### config.mk
export PLATFORM = sky130hd
export DESIGN_NAME = const_mul_add_seq
export DESIGN_NICKNAME = d
export VERILOG_FILES = /design/src/rtl/const_mul_add_seq.sv
export SDC_FILE = /design/constraint.sdc
export NUM_CORES = 1
export LEC_CHECK = 0
export ABC_AREA = 1
export BUFFER_PORTS_ARGS = -buffer_cell sky130_fd_sc_hd__buf_2
export CELL_PAD_IN_SITES_DETAIL_PLACEMENT = 0
export CELL_PAD_IN_SITES_GLOBAL_PLACEMENT = 1
export CORE_MARGIN = 1
export CORE_UTILIZATION = 39
export DETAILED_ROUTE_END_ITERATION = 8
export HOLD_SLACK_MARGIN = 0.08
export PLACE_DENSITY = 0.77
export SYNTH_ARGS = -nofsm -noshare
export SYNTH_HDL_FRONTEND = slang
export SYNTH_SLANG_ARGS = --single-unit
### constraint.sdc
create_clock -name clk_i -period 2.7 [get_ports clk_i]
set_input_delay 0.54 -clock clk_i [delete_from_list [all_inputs] [get_ports clk_i]]
set_output_delay 0.54 -clock clk_i [all_outputs]
set_load 0.05 [all_outputs]
### src/rtl/const_mul_add_seq.sv
// Sequential constant multiply-add: value = quotient_i * VALUE_MULTIPLIER + remainder_i,
// reconstructed one radix slice per cycle, LSB first, through a {carry, digit} lookup table.
module const_mul_add_seq #(
    parameter int VALUE_MULTIPLIER = 10,
    parameter int WIDTH_INPUT      = 16,
    parameter int WIDTH_RADIX      = 4,
    parameter int WIDTH_CARRY      = $clog2(VALUE_MULTIPLIER),
    parameter int NUM_SLICE        = (WIDTH_INPUT + WIDTH_RADIX - 1) / WIDTH_RADIX
) (
    input  logic                   clk_i,
    input  logic                   rst_ni,
    input  logic                   flush_i,
    input  logic                   valid_i,
    input  logic [WIDTH_INPUT-1:0] quotient_i,
    input  logic [WIDTH_INPUT-1:0] remainder_i,
    output logic                   valid_o,
    output logic                   valid_next_o,
    output logic [WIDTH_INPUT-1:0] value_o,
    output logic                   overflow_o,
    output logic                   error_o
);
    // state   | meaning
    // IDLE    | waiting for valid_i
    // WORKING | one slice per cycle, idx_q ascending 0..N-1
    // DONE    | result valid for one cycle; may accept the next operation
    localparam int D        = VALUE_MULTIPLIER;
    localparam int W        = WIDTH_INPUT;
    localparam int R        = WIDTH_RADIX;
    localparam int C        = WIDTH_CARRY;
    localparam int N        = NUM_SLICE;
    localparam int NR       = N * R;
    localparam int IDXW     = (N > 1) ? $clog2(N) : 1;
    localparam int TOPB     = W - (N - 1) * R;
    localparam int LUT_SIZE = 2 ** (R + C);

    typedef enum logic [1:0] {IDLE, WORKING, DONE} state_t;

    function automatic logic [C+R-1:0] lut_entry(input int idx);
        int digit;
        int carry;
        int t;
        digit = idx % (2 ** R);
        carry = idx / (2 ** R);
        if (carry >= D) return '0;
        t = digit * D + carry;
        return {C'(t >> R), R'(t % (2 ** R))};
    endfunction

    logic [C+R-1:0] lut [LUT_SIZE];
    for (genvar gi = 0; gi < LUT_SIZE; gi++) begin : g_lut
        assign lut[gi] = lut_entry(gi);
    end

    state_t          state_q, state_d;
    logic [IDXW-1:0] idx_q, idx_d;
    logic [C-1:0]    carry_q, carry_d;
    logic [NR-1:0]   quot_q, quot_d;
    logic [NR-1:0]   res_q, res_d;
    logic            ovf_q, ovf_d;
    logic            err_q, err_d;

    logic [R-1:0]    digit_in;
    logic [C+R-1:0]  lut_out;
    logic [R-1:0]    digit_out;
    logic [C-1:0]    carry_out;
    logic            last_slice;

    assign digit_in   = quot_q[int'(idx_q) * R +: R];
    assign lut_out    = lut[{carry_q, digit_in}];
    assign digit_out  = lut_out[R-1:0];
    assign carry_out  = lut_out[C+R-1:R];
    assign last_slice = (idx_q == IDXW'(N - 1));

    always_comb begin
        state_d = state_q;
        idx_d   = idx_q;
        carry_d = carry_q;
        quot_d  = quot_q;
        res_d   = res_q;
        ovf_d   = ovf_q;
        err_d   = err_q;
        if (flush_i) begin
            state_d = IDLE;
        end else begin
            case (state_q)
                IDLE, DONE: begin
                    state_d = IDLE;
                    if (valid_i) begin
                        quot_d         = '0;
                        quot_d[W-1:0]  = quotient_i;
                        // Out-of-range addend is flagged and treated as zero.
                        if (remainder_i >= W'(D)) begin
                            carry_d = '0;
                            err_d   = 1'b1;
                        end else begin
                            carry_d = remainder_i[C-1:0];
                            err_d   = 1'b0;
                        end
                        ovf_d   = 1'b0;
                        idx_d   = '0;
                        state_d = WORKING;
                    end
                end
                WORKING: begin
                    res_d[int'(idx_q) * R +: R] = digit_out;
                    carry_d = carry_out;
                    if (last_slice) begin
                        state_d = DONE;
                        ovf_d   = (carry_out != '0) || ((digit_out >> TOPB) != '0);
                    end else begin
                        idx_d = idx_q + IDXW'(1);
                    end
                end
                default: state_d = IDLE;
            endcase
        end
    end

    always_ff @(posedge clk_i or negedge rst_ni) begin
        if (!rst_ni) begin
            state_q <= IDLE;
            idx_q   <= '0;
            carry_q <= '0;
            quot_q  <= '0;
            res_q   <= '0;
            ovf_q   <= 1'b0;
            err_q   <= 1'b0;
        end else begin
            state_q <= state_d;
            idx_q   <= idx_d;
            carry_q <= carry_d;
            quot_q  <= quot_d;
            res_q   <= res_d;
            ovf_q   <= ovf_d;
            err_q   <= err_d;
        end
    end

    assign valid_o      = (state_q == DONE);
    assign valid_next_o = (state_q == WORKING) && last_slice;
    assign value_o      = res_q[W-1:0];
    assign overflow_o   = ovf_q;
    assign error_o      = err_q;

endmodule

* Word-level counts from Yosys, hierarchy flattened
Memory sizes are Yosys's and may differ from the RTL's.
Cells that the tools add are included.
Widths: inputs -> output; s select.
** Word-level totals
- Flip-flop bits (word level) :: 42
- Memories :: 1
- ROM bits :: 2048
** Memory list
- (no name shown) :: depth 256, width 8, read ports 1, clocked after Yosys merged registers in 0, write ports 0, RTL line 69 : assign lut_out = lut[{carry_q, digit_in}];
** Cells by class
- Shifts and indexed selects :: 3
- Reduce and logical (&&, ||, !) cells :: 10
- Equality and inequality tests :: 7
- $lt $le $gt $ge :: 2
- Muxes and demuxes :: 17
- Add/sub/neg operators :: 2
- Bitwise gates (word level) :: 2
** Operators by type and width (number)
- $neg 4->33 :: 1
- $shift 4x33->16 const A :: 1
- $shiftx 4x33->16 :: 1
- $bwmux 16 :: 1
- $ge 16x4->1 const B :: 1
- $mux 8 :: 2
- $shiftx 16x5->4 :: 1
- $ge 9x9->1 const B :: 1
- $not 8->9 :: 1
- $mux 2 :: 4
- $mux 4 :: 2
- $pmux 2 s2 :: 2
- $pmux 4 s2 :: 1
- $reduce_and 4->1 :: 2
- $ne 2x2->1 const B :: 3
- $reduce_and 3->1 :: 2
- $eq 2x2->1 const B :: 2
- $mux 1 :: 4
- $reduce_bool 4->1 :: 1
- $ne 3x3->1 const B :: 1
- $add 2x1->2 const B :: 1
- $eq 2x1->1 const B :: 1
- $logic_not 2->1 :: 1
- $pmux 1 s2 :: 1
- 5 further kinds :: 5

* Logic depth before layout (Yosys ltp)
- Depth after elaboration :: 8
- Depth in mapped cells :: 20
- Depth with buffers taken out :: 18

* Worst setup path after synthesis
OpenSTA, ideal clock, no wires.
- Path kind :: register to register
- From :: register idx_q[0]
- To :: register ovf_q (netlist: overflow_o)
- Stages on the path, launching flop included :: 20
- Period minus slack after synthesis :: 2.172 ns
- Setup time :: 0.121 ns
- Arrival :: 2.051 ns
- Path slack :: 0.528 ns
- Cell sequence :: dfrtp_1 buf_6 inv_4 buf_6 nand2_1 nand3_1 nand2_1 ha_1 nand2_1 o21a_1 nand2_1 nand3_1 nand3_1 nand2_1 inv_1 nand2_1 nor2_1 nand2_1 nand2_1 nand2_1
** On the way
- Longest elaborated chain between the ends :: 8
- Elaborated cells on any way between the ends :: 11
** Ends and longest elaborated chain
- start: declaration :: RTL line 55 : logic [IDXW-1:0] idx_q, idx_d;
- start signal: assignment :: RTL line 130 : idx_q <= idx_d;
- $shiftx 16x5->4 :: RTL line 68 : assign digit_in = quot_q[int'(idx_q) * R +: R];
- $not 8->9 (implied by the code) :: RTL line 69
- $mem_v2 256x8
- $mux 8 (implied by the code) (2 in series) :: RTL line 69
- $reduce_bool 4->1 :: RTL line 109 : ovf_d = (carry_out != '0) || ((digit_out >> TOPB) != '0);
- $mux 1 :: RTL line 107 : if (last_slice) begin
- $pmux 1 s2 :: RTL line 85 : case (state_q)
- end signal: assignment :: RTL line 134 : ovf_q <= ovf_d;
- end: declaration :: RTL line 59 : logic ovf_q, ovf_d;
Several ways; a longest one is shown, not always the timed one. The select of a mux whose other input is x is not followed.
A chain may end at the register's enable or synchronous reset.

* Worst setup path in the final report
Ends and elaborated chain as after synthesis.

==> results.sh <==
export IMPL_status="complete, but fails checks"
export IMPL_violations="DRC"
export IMPL_clkPwrFrac=0.171
export IMPL_arrival_ns=2.52
export IMPL_critPathMaxFanout=16
export IMPL_final_setup_tns_ns=0
export IMPL_overflow=0
export IMPL_cp_slowest_cell="dfrtp_2"
export IMPL_antenna_found_initial=0
export IMPL_avgSynthCellArea_um2=7.15
export IMPL_ys_seq_area_frac=0.398
export IMPL_netlist_area_um2=2640
export IMPL_core_region_area_um2=6460
export IMPL_relSlewSlack=0.353
export IMPL_ir_drop_v=0.000365
export IMPL_hp_class="in2async"
export IMPL_cp_depth=17
export IMPL_ys_warn_count=0
export IMPL_htree_levels=2
export IMPL_multiInputGateArea_um2=1390
export IMPL_reg2reg_slack_ns=0.37
export IMPL_pwr_density_cell_nw_per_um2=1140
export IMPL_ff2ff_path_depth=17
export IMPL_first_iter_violations=175
export IMPL_wl_per_cell_um=13.2
export IMPL_synth_edf_count=0
export IMPL_grtUsageTotal=0.198
export IMPL_die_w_um=84.3
export IMPL_numCtsBuffers=5
export IMPL_layout_commonest_cell="nand2_1"
export IMPL_vias=2471
export IMPL_p_int_uw=1770
export IMPL_place_hpwl_mm=5.09
export IMPL_grt_util_met3=0.0344
export IMPL_critical_path_endpoint="overflow_o$_DFFE_PN0P_"
export IMPL_start_util=0.409
export IMPL_grt_pass1_wl_mm=11.2
export IMPL_slew_violations=0
export IMPL_gp_congestion=0.877
export IMPL_nNetsFinal=478
export IMPL_grt_pass1_vias=2374
export IMPL_n_antenna_cell=0
export IMPL_worstSetupPathType="reg2reg"
export IMPL_fillers=689
export IMPL_place_ws_ns=0.332
export IMPL_slowest_delay_ns=0.49
export IMPL_max_freq_mhz=429
export IMPL_cts_root_buffer="clkbuf_8"
export IMPL_period_share=0.862
export IMPL_cp_cell_sequence="inv_4 -> nand2_1 -> nand3_1 -> nand2_1 -> ha_1 -> nand2_1 -> o21a_1 -> nand2_1 -> nand3_1 -> nand3_1 -> nand2_1 -> inv_1 -> nand2_1 -> nor2_1 -> nand2_1 -> nand2_1 -> nand2_1"
export IMPL_drive_gt1_frac=0.199
export IMPL_p_total_uw=3580
export IMPL_syn_nets=421
export IMPL_grt_use_met2=0.325
export IMPL_ant_nets=0
export IMPL_viasPerCell=4.89
export IMPL_synthesis_instances=370
export IMPL_io_pins=56
export IMPL_max_cap_violations=0
export IMPL_top_usage_layer="met2"
export IMPL_p_leak_uw=0.00169
export IMPL_worst_pin_slew_ns=0.970
export IMPL_finalSetupViolations=0
export IMPL_area_growth_pct=18.3
export IMPL_seqPwrFrac=0.254
export IMPL_seqCellArea_um2=1050
export IMPL_die_h_um=84.3
export IMPL_grt_max_degree=43
export IMPL_skew_ns=0.00677
export IMPL_crit_required_ns=2.89
export IMPL_yosys_most_used_dff="dfrtp_1"
export IMPL_critPathLaunch="idx_q[0]$_DFFE_PN0P_"
export IMPL_p_switching_uw=1800
export IMPL_clkSlewWorstSetupHoldPaths_ns=0.09
export IMPL_cts_buffer_depth=2
export IMPL_first_pass_iters=9
export IMPL_cts_tree="yes"
export IMPL_final_cells=505
export IMPL_p_sw_frac=0.504
export IMPL_crit_family="simple AND/OR/NAND/NOR gates"
export IMPL_combPwrFrac=0.576
export IMPL_worst_slack_ns=0.371
export IMPL_yosys_register_bits=42
export IMPL_clock_latency_ns=0.30
export IMPL_rr_endpoint="overflow_o$_DFFE_PN0P_"
export IMPL_most_common_layout_cells="nand2_1 (144), buf_2 (55), dfrtp_1 (41)"
export IMPL_rsz0062_at_grt="false"
export IMPL_finalHoldViolCount=0
export IMPL_ys_types=29
export IMPL_worstSetupStartpointType="register"
export IMPL_dieArea_um2=7110
export IMPL_finalWirelength_mm=6.64
export IMPL_dp_cells=497
export IMPL_worst_setup_path_end_kind="register"
export IMPL_path_buf_inv=2
export IMPL_grt_use_met1=0.270
export IMPL_holdBufCountCts=0
export IMPL_num_rows=29
export IMPL_drc=7
export IMPL_crit_top_cell="nand2_1"
export IMPL_period_needed_ns=2.33
export IMPL_worstReg2RegStart="idx_q[0]$_DFFE_PN0P_"
export IMPL_cts_num_sinks=42
export IMPL_synthArstFlopShare=1.00
export IMPL_io_buffer_count=55
==> synthesized netlist by cell type, types with 3 or more instances <==
cell type	instances	area, um2
nand4_1	4	25.0
clkbuf_1	3	11.3
dfrtp_1	42	1050
nand3_1	33	165
nor4_1	3	18.8
ha_1	15	188
nand2_2	7	43.8
inv_1	36	135
nand3_2	3	30.0
o21ai_0	24	120
nor3_1	3	15.0
o31ai_1	3	22.5
nand2_1	144	541
a21oi_1	6	30.0
buf_6	3	33.8
nor2_1	25	93.8
==> per-stage QoR <==
stage,hold slack [ns],utilization,instance area [um2]
6_report,0.381,0.484,3130
5_1_grt,0.421,0.484,3130
4_1_cts,0.408,0.484,3130
3_5_place_dp,0.465,0.463,2990
3_3_place_gp,0.459,0.463,2990
2_1_floorplan,0.244,-,2640
==> power groups by stage <==
stage / combinational (uW) / clock [uW] / sequential, uW
floorplan: 1460 / 0 / 1040
global placement: 2060 / 0 / 920
detailed placement: 2060 / 0 / 918
CTS: 2070 / 622 / 907
global route: 2350 / 642 / 932
finish: 2060 / 610 / 908
==> cell families after synthesis <==
| kind of cell | share of synthesized area |
|---|---|
| simple gates | 0.364 |
| flops | 0.398 |
| fa+ha+maj | 0.0710 |
| compound gates | 0.0890 |
| buf+inv | 0.0786 |
==> flip-flops by register name (all words and copies together), names as in the netlist <==
name,count
quot_q,16
idx_q,2
carry_q,4
state_q,2
value_o,16
overflow_o,1
error_o,1
==> metal layers <==
layer  wire length, um  vias to the layer above
li1                  -                     1287
met2              2930                       66
met1              3300                     1110
met5                 0                        -
met4                87                        0
met3               319                        8
==> worst min-delay path by stage <==
stage,startpoint,endpoint,depth (start not counted)
2_1_floorplan,rst_ni,carry_q[0]$_DFFE_PN0P_,0
3_3_place_gp,quot_q[5]$_DFFE_PN0P_,quot_q[5]$_DFFE_PN0P_,2
3_5_place_dp,quot_q[3]$_DFFE_PN0P_,quot_q[3]$_DFFE_PN0P_,2
4_1_cts,rst_ni,value_o[0]$_DFFE_PN0P_,1
5_1_grt,quotient_i[0],quot_q[0]$_DFFE_PN0P_,3
6_report,rst_ni,value_o[0]$_DFFE_PN0P_,1
==> layout make-up <==
type,instances,share of cell area
clock buffer,5,0.0220
clock inverter,3,0.0220
inverter,38,0.0464
multi-input combinational,281,0.445
sequential,42,0.337
tap,77,0.0308
timing repair buffer,59,0.0976
==> repair_timing <==
action	4_1_cts	5_1_grt
resized for setup	0	1
buffers inserted	0	0
setup endpoints to repair	0	1
Power figures use the tool's default switching activity.
